<file path="config.mk">
export PLATFORM = sky130hd
export DESIGN_NAME = sd4_mac_sequencer
export DESIGN_NICKNAME = d
export VERILOG_FILES = /design/src/rtl/sd4_mac_pkg.sv /design/src/rtl/sd4_tag_pipe.sv /design/src/rtl/sd4_mac_sequencer.sv
export SDC_FILE = /design/constraint.sdc
export NUM_CORES = 1
export LEC_CHECK = 0
export CORE_MARGIN = 2
export CORE_UTILIZATION = 35
export DETAILED_ROUTE_END_ITERATION = 10
export HOLD_SLACK_MARGIN = 0.1
export PLACE_DENSITY = 0.69
export SYNTH_ARGS = -nofsm -noshare
export SYNTH_HDL_FRONTEND = slang
export SYNTH_SLANG_ARGS = --single-unit
</file>
<file path="constraint.sdc">
create_clock -name clk -period 7.6 [get_ports clk]
set_input_delay 1.9 -clock clk [delete_from_list [all_inputs] [get_ports clk]]
set_output_delay 1.9 -clock clk [all_outputs]
set_load 0.01 [all_outputs]
</file>
<file path="src/rtl/sd4_mac_pkg.sv">
// Shared widths and state encoding for the SD4 MAC operand sequencer.
package sd4_mac_pkg;

  localparam int IMG_LANE_W = 8;
  localparam int WGT_LANE_W = 4;
  localparam int LANES      = 9;
  localparam int EXP_W      = 5;
  localparam int IMG_W      = IMG_LANE_W * LANES;
  localparam int WGT_W      = WGT_LANE_W * LANES;

  typedef enum logic [1:0] {
    IDLE  = 2'd0,
    RUN   = 2'd1,
    DRAIN = 2'd2
  } seq_state_t;

endpackage

</file>
<file path="src/rtl/sd4_tag_pipe.sv">
// Delay line for the {valid, first, last} window tags, matched to the MAC pipe latency.
module sd4_tag_pipe #(
  parameter int PIPE_DEPTH = 4
) (
  input  logic clk,
  input  logic rst,
  input  logic in_v,
  input  logic in_f,
  input  logic in_l,
  output logic tail_v,
  output logic tail_f,
  output logic tail_l,
  output logic occupied
);

  logic [PIPE_DEPTH-1:0] v_q;
  logic [PIPE_DEPTH-1:0] f_q;
  logic [PIPE_DEPTH-1:0] l_q;

  // first/last are stored qualified by valid so a bubble never carries stale flags
  always_ff @(posedge clk) begin
    if (!rst) begin
      v_q <= '0;
      f_q <= '0;
      l_q <= '0;
    end else begin
      v_q[0] <= in_v;
      f_q[0] <= in_v & in_f;
      l_q[0] <= in_v & in_l;
      for (int i = 1; i < PIPE_DEPTH; i++) begin
        v_q[i] <= v_q[i-1];
        f_q[i] <= f_q[i-1];
        l_q[i] <= l_q[i-1];
      end
    end
  end

  assign tail_v   = v_q[PIPE_DEPTH-1];
  assign tail_f   = f_q[PIPE_DEPTH-1];
  assign tail_l   = l_q[PIPE_DEPTH-1];
  assign occupied = |v_q;

endmodule

</file>
<file path="src/rtl/sd4_mac_sequencer.sv">
// Issues operand windows into the SD4 MAC pipe, tags them for the accumulator at
// the pipe tail, and throttles issue with a result-credit counter.
//
// state | meaning
// IDLE  | waiting for a job descriptor, cfg_ready high
// RUN   | accepting operand windows while result credits remain
// DRAIN | all windows issued, waiting for the tag pipe to empty
module sd4_mac_sequencer
  import sd4_mac_pkg::*;
#(
  parameter int PIPE_DEPTH = 4,
  parameter int CNT_W      = 8,
  parameter int CREDITS    = 4
) (
  input  logic             clk,
  input  logic             rst,
  input  logic             cfg_valid,
  output logic             cfg_ready,
  input  logic [CNT_W-1:0] cfg_groups,
  input  logic [CNT_W-1:0] cfg_outputs,
  input  logic [EXP_W-1:0] cfg_exp_bias,
  input  logic             op_valid,
  output logic             op_ready,
  input  logic [IMG_W-1:0] op_image,
  input  logic [WGT_W-1:0] op_weight,
  output logic [IMG_W-1:0] mac_image,
  output logic [WGT_W-1:0] mac_weight,
  output logic [EXP_W-1:0] mac_exp_bias,
  output logic             mac_issue,
  output logic             acc_clear,
  output logic             acc_en,
  output logic             res_valid,
  input  logic             res_take,
  output logic             busy,
  output logic             done
);

  localparam int CR_W = $clog2(CREDITS + 1);
  localparam logic [CR_W-1:0] CR_MAX = CR_W'(CREDITS);

  seq_state_t       state_q, state_d;
  logic [CNT_W-1:0] groups_q, outputs_q;
  logic [CNT_W-1:0] grp_cnt, out_cnt;
  logic [CR_W-1:0]  credits_q;
  logic             mac_first, mac_last;
  logic             load_cfg;
  logic             accept, last_win, last_out;
  logic             spend, take_ok;
  logic             tail_v, tail_f, tail_l, pipe_occupied, pipe_busy;

  assign op_ready  = (state_q == RUN) && (credits_q != '0);
  assign accept    = op_valid && op_ready;
  assign last_win  = (grp_cnt == groups_q - CNT_W'(1));
  assign last_out  = (out_cnt == outputs_q - CNT_W'(1));
  assign spend     = accept && last_win;
  assign take_ok   = res_take && (credits_q != CR_MAX);
  // the window just issued has not reached stage 0 yet, so it counts as in flight
  assign pipe_busy = mac_issue || pipe_occupied;

  always_ff @(posedge clk) begin
    if (!rst) begin
      state_q <= IDLE;
    end else begin
      state_q <= state_d;
    end
  end

  always_comb begin
    state_d   = state_q;
    cfg_ready = 1'b0;
    busy      = (state_q != IDLE);
    done      = 1'b0;
    load_cfg  = 1'b0;
    case (state_q)
      IDLE: begin
        cfg_ready = 1'b1;
        if (cfg_valid) begin
          load_cfg = 1'b1;
          state_d  = RUN;
        end
      end
      RUN: begin
        if (accept && last_win && last_out) begin
          state_d = DRAIN;
        end
      end
      DRAIN: begin
        if (!pipe_busy) begin
          done    = 1'b1;
          state_d = IDLE;
        end
      end
      default: state_d = IDLE;
    endcase
  end

  always_ff @(posedge clk) begin
    if (!rst) begin
      groups_q     <= '0;
      outputs_q    <= '0;
      mac_exp_bias <= '0;
      grp_cnt      <= '0;
      out_cnt      <= '0;
    end else if (load_cfg) begin
      groups_q     <= (cfg_groups  == '0) ? CNT_W'(1) : cfg_groups;
      outputs_q    <= (cfg_outputs == '0) ? CNT_W'(1) : cfg_outputs;
      mac_exp_bias <= cfg_exp_bias;
      grp_cnt      <= '0;
      out_cnt      <= '0;
    end else if (accept) begin
      if (last_win) begin
        grp_cnt <= '0;
        out_cnt <= last_out ? '0 : out_cnt + CNT_W'(1);
      end else begin
        grp_cnt <= grp_cnt + CNT_W'(1);
      end
    end
  end

  always_ff @(posedge clk) begin
    if (!rst) begin
      mac_issue  <= 1'b0;
      mac_first  <= 1'b0;
      mac_last   <= 1'b0;
      mac_image  <= '0;
      mac_weight <= '0;
    end else begin
      mac_issue  <= accept;
      mac_first  <= accept && (grp_cnt == '0);
      mac_last   <= accept && last_win;
      mac_image  <= accept ? op_image  : '0;
      mac_weight <= accept ? op_weight : '0;
    end
  end

  // credits survive job boundaries; only reset restores the full count
  always_ff @(posedge clk) begin
    if (!rst) begin
      credits_q <= CR_MAX;
    end else if (spend && res_take) begin
      credits_q <= credits_q;
    end else if (spend) begin
      credits_q <= credits_q - CR_W'(1);
    end else if (take_ok) begin
      credits_q <= credits_q + CR_W'(1);
    end
  end

  sd4_tag_pipe #(
    .PIPE_DEPTH(PIPE_DEPTH)
  ) u_tag_pipe (
    .clk     (clk),
    .rst     (rst),
    .in_v    (mac_issue),
    .in_f    (mac_first),
    .in_l    (mac_last),
    .tail_v  (tail_v),
    .tail_f  (tail_f),
    .tail_l  (tail_l),
    .occupied(pipe_occupied)
  );

  assign acc_en    = tail_v;
  assign acc_clear = tail_v & tail_f;
  assign res_valid = tail_v & tail_l;

endmodule

</file>
==> impl_metrics.env <==
export IMPL_outcome="complete, no violations"
export IMPL_yosys_mux_area_fraction_pct=0.344
export IMPL_syn_inst=574
export IMPL_post_route_cell_area_mm2=0.00909
export IMPL_post_cts_resized_instances=0
export IMPL_ir_worst_vdd_uv=153
export IMPL_grt_met2_usage_pct=29.2
export IMPL_syn_area_mm2=0.00583
export IMPL_post_route_min_period_ps=3730
export IMPL_synth_simple_area_share_pct=26.5
export IMPL_cts_htree_levels=4
export IMPL_yosys_area_share_adder_pct=1.42
export IMPL_synth_top_cells_by_area="sky130_fd_sc_hd__dfxtp_1 57%, sky130_fd_sc_hd__and3_1 12%, sky130_fd_sc_hd__nand2_1 3.2%, sky130_fd_sc_hd__a21boi_0 2.7%, sky130_fd_sc_hd__clkbuf_1 2.1%"
export IMPL_tritoncts_clock_tree="done"
export IMPL_wl_um=15500
export IMPL_critical_path_required_ps=5700
export IMPL_clk_path_buf_depth=2
export IMPL_hold_slack_ps=431
export IMPL_setup_worst_path_class="reg -> out"
export IMPL_pwr_dens_mw_per_mm2=216
export IMPL_postPlaceCellArea_mm2=0.00850
export IMPL_min_path_type="reg -> reg"
export IMPL_critPathLaunchType="register"
export IMPL_hold_buffers=0
export IMPL_worstSetupStartpoint="u_tag_pipe.v_q[3]$_SDFF_PN0_"
export IMPL_timing_final_ws_setup_ps=3870
export IMPL_finalPower_mw=1.96
export IMPL_gpl_final_weighted_congestion=0.803
export IMPL_proportion_of_synthesized_chip_area_in_sequential_cells_pct=56.7
export IMPL_share_of_the_clock_period_used_by_the_worst_path_after_layout_pct=49.1
export IMPL_drv_cap=0
export IMPL_grt_setup_unrepaired="no"
export IMPL_cp_end_kind="output port"
export IMPL_max_slew_margin_rel_pct=23.9
export IMPL_clockRootBuffer="sky130_fd_sc_hd__clkbuf_16"
export IMPL_synth_top_area_share_pct=56.7
export IMPL_wl_per_cell_um=14.8
export IMPL_timing_critical_path_fanout_max=4
export IMPL_vias=5000
export IMPL_synth_ff_latch_count=165
export IMPL_syn_avg_cell_area_um2=10.2
export IMPL_global_route_usage_met3_pct=7.82
export IMPL_remaining_drc_errors=0
export IMPL_port_buffers=254
export IMPL_setup_tns_final_ps=0
export IMPL_cells_on_worst_hold_path=1
export IMPL_mostFrequentLayoutCell="sky130_fd_sc_hd__clkdlybuf4s50_1"
export IMPL_grt_busiest_layer="met2"
export IMPL_synth_top_family_by_area="simple AND/OR/NAND/NOR gates"
export IMPL_design_core_area_mm2=0.0164
export IMPL_detailed_place_hpwl_um=10800
export IMPL_timing_fmax_ghz=0.268
export IMPL_synth_compound_area_share_pct=7.60
export IMPL_n_antenna_cell=0
export IMPL_cp_buffers_inverters=1
export IMPL_r2r_cells=11
export IMPL_hold_violations=0
export IMPL_effective_utilization_at_floorplan_pct=35.5
export IMPL_timing_worst_slew_pin_value_ps=1140
export IMPL_antenna_found_initial=0
export IMPL_num_io_pins=255
export IMPL_largest_net_degree_at_the_start_of_global_routing=150
export IMPL_synth_to_layout_area_growth_pct=56.1
export IMPL_timing_hold_worst_start="u_tag_pipe.l_q[2]$_SDFF_PN0_"
export IMPL_grt_overflow_total=0
export IMPL_drive_above_1_share_pct=5.22
export IMPL_reg2reg_from="groups_q[0]$_SDFFE_PN0P_"
export IMPL_synth_warnings=0
export IMPL_synth_ff_type="sky130_fd_sc_hd__dfxtp_1"
export IMPL_timing_final_max_slew_violations=0
export IMPL_clk_latency_ps=420
export IMPL_synthDominantAreaCellType="sky130_fd_sc_hd__dfxtp_1"
export IMPL_max_stage_delay_ps=580
export IMPL_final_fill_count=1388
export IMPL_largest_delay_contributor_family_on_the_critical_path="buffers and inverters"
export IMPL_nets=951
export IMPL_die_area_mm2=0.0177
export IMPL_worstPathArrival_ps=1830
export IMPL_cp_depth=4
export IMPL_dieHeight_um=133
export IMPL_syn_nets=714
export IMPL_first_global_vias=4978
export IMPL_timing_final_setup_violations=0
export IMPL_drtPass1Iterations=4
export IMPL_clkTransAtPathRegs_ps=60
export IMPL_grt_util_met1_pct=21.0
export IMPL_postCtsSetupBuffers=0
export IMPL_horizontal_extent_of_the_die_um=133
export IMPL_final_cell_mix="253 x sky130_fd_sc_hd__clkdlybuf4s50_1, 165 x sky130_fd_sc_hd__dfxtp_1, 116 x sky130_fd_sc_hd__and3_1"
export IMPL_postSynth_asyncResetShare_pct=0
export IMPL_synth_edff_count=0
export IMPL_fin_skew_ps=7.12
export IMPL_grt_first_pass_wirelength_um=25000
export IMPL_synth_xor_area_share_pct=4.06
export IMPL_crit_slowest_cell="sky130_fd_sc_hd__clkdlybuf4s50_1"
export IMPL_row_count=47
export IMPL_globalRouteTotalUtil_pct=17.8
export IMPL_clock_sinks=165
export IMPL_worstPathCellList="nor3_1, nand2_1, nor3b_1, clkdlybuf4s50_1"
export IMPL_cts_buffers=17
export IMPL_power_leakage_nw=3.86
export IMPL_count_of_routing_violations_after_the_opening_detailed_route_iteration=199
export IMPL_yosysUniqueCellTypes=52
export IMPL_pre_cts_slack_ps=3500
export IMPL_ant_nets=0
export IMPL_viasPerCell=4.79
==> stage by stage <==
| stage | utilization, % | std cells |
|---|---|---|
| 2_1_floorplan | - | 574 |
| 5_1_grt | 55.4 | 1043 |
| 4_1_cts | 55.4 | 1043 |
| 3_3_place_gp | 51.8 | 1012 |
| 3_5_place_dp | 51.8 | 1012 |
| 6_report | 55.4 | 1043 |
==> per-layer routing <==
| layer | wire length (um) | share of wire, % |
|---|---|---|
| met1 | 6370 | 41 |
| met2 | 7610 | 49 |
| met3 | 1270 | 8.2 |
| met4 | 208 | 1.3 |
| met5 | 0 | 0 |
==> cell usage after synthesis, types with 6 or more instances <==
cell                       instances
sky130_fd_sc_hd__dfxtp_1         165
sky130_fd_sc_hd__o21ai_0           7
sky130_fd_sc_hd__nand3_1           8
sky130_fd_sc_hd__a21oi_1          12
sky130_fd_sc_hd__and2_1           19
sky130_fd_sc_hd__xor2_1           13
sky130_fd_sc_hd__nor3_1           10
sky130_fd_sc_hd__nor2_1           17
sky130_fd_sc_hd__clkbuf_1         33
sky130_fd_sc_hd__nand2b_1          6
sky130_fd_sc_hd__inv_1            13
sky130_fd_sc_hd__a22oi_1           6
sky130_fd_sc_hd__and3_1          116
sky130_fd_sc_hd__nand2_1          50
sky130_fd_sc_hd__a21boi_0         21
sky130_fd_sc_hd__xnor2_1          14
==> final timing paths <==
check	to	slack, ps
setup reg to reg	credits_q[1]$_SDFFE_PN0P_	4890
setup / recovery	done	3870
hold reg to reg	u_tag_pipe.l_q[3]$_SDFF_PN0_	430
hold / removal	u_tag_pipe.l_q[3]$_SDFF_PN0_	430
==> registers in the layout (all words and copies together) (netlist names) <==
name / flops
mac_last: 1
outputs_q: 8
u_tag_pipe.l_q: 4
mac_weight: 36
grp_cnt: 8
state_q: 2
u_tag_pipe.f_q: 4
mac_issue: 1
u_tag_pipe.v_q: 4
credits_q: 3
groups_q: 8
mac_image: 72
mac_exp_bias: 5
mac_first: 1
out_cnt: 8
==> area by class of cell <==
| cell class | count | area (um^2) | area share, % |
|---|---|---|---|
| Clock buffer | 19 | 453 | 4.98 |
| Multi-Input combinational cell | 359 | 2330 | 25.6 |
| Clock inverter | 12 | 141 | 1.55 |
| Sequential cell | 165 | 3300 | 36.3 |
| Inverter | 13 | 48.8 | 0.537 |
| Timing Repair Buffer | 255 | 2550 | 28.0 |
| Tap cell | 220 | 275 | 3.03 |
==> power by group <==
group          leakage, nW  total [mW]  switching (mW)  internal (mW)
clock network        0.288       0.868           0.362          0.507
registers             1.34       0.897          0.0118          0.885
logic                 2.23       0.195          0.0789          0.116
==> cell families (layout without fill, tap and decap cells) <==
logic type	Yosys count	after routing
AND/OR/NAND/NOR	264	264
flip-flops	165	165
AO/OA/AOI/OAI	60	60
buffers and inverters	50	299
XOR/XNOR	27	27
adder cells (fa/ha/maj)	6	6
multiplexers	2	2
==> worst reg2reg max path, delay by kind of cell (launching register included) <==
kind	cells	cell delay, ps
adder cells (fa/ha/maj)	2	750
flip-flops	1	430
AO/OA/AOI/OAI	3	460
AND/OR/NAND/NOR	5	900
buffers and inverters	1	70
Note: power is estimated with default switching activity, not from simulation.
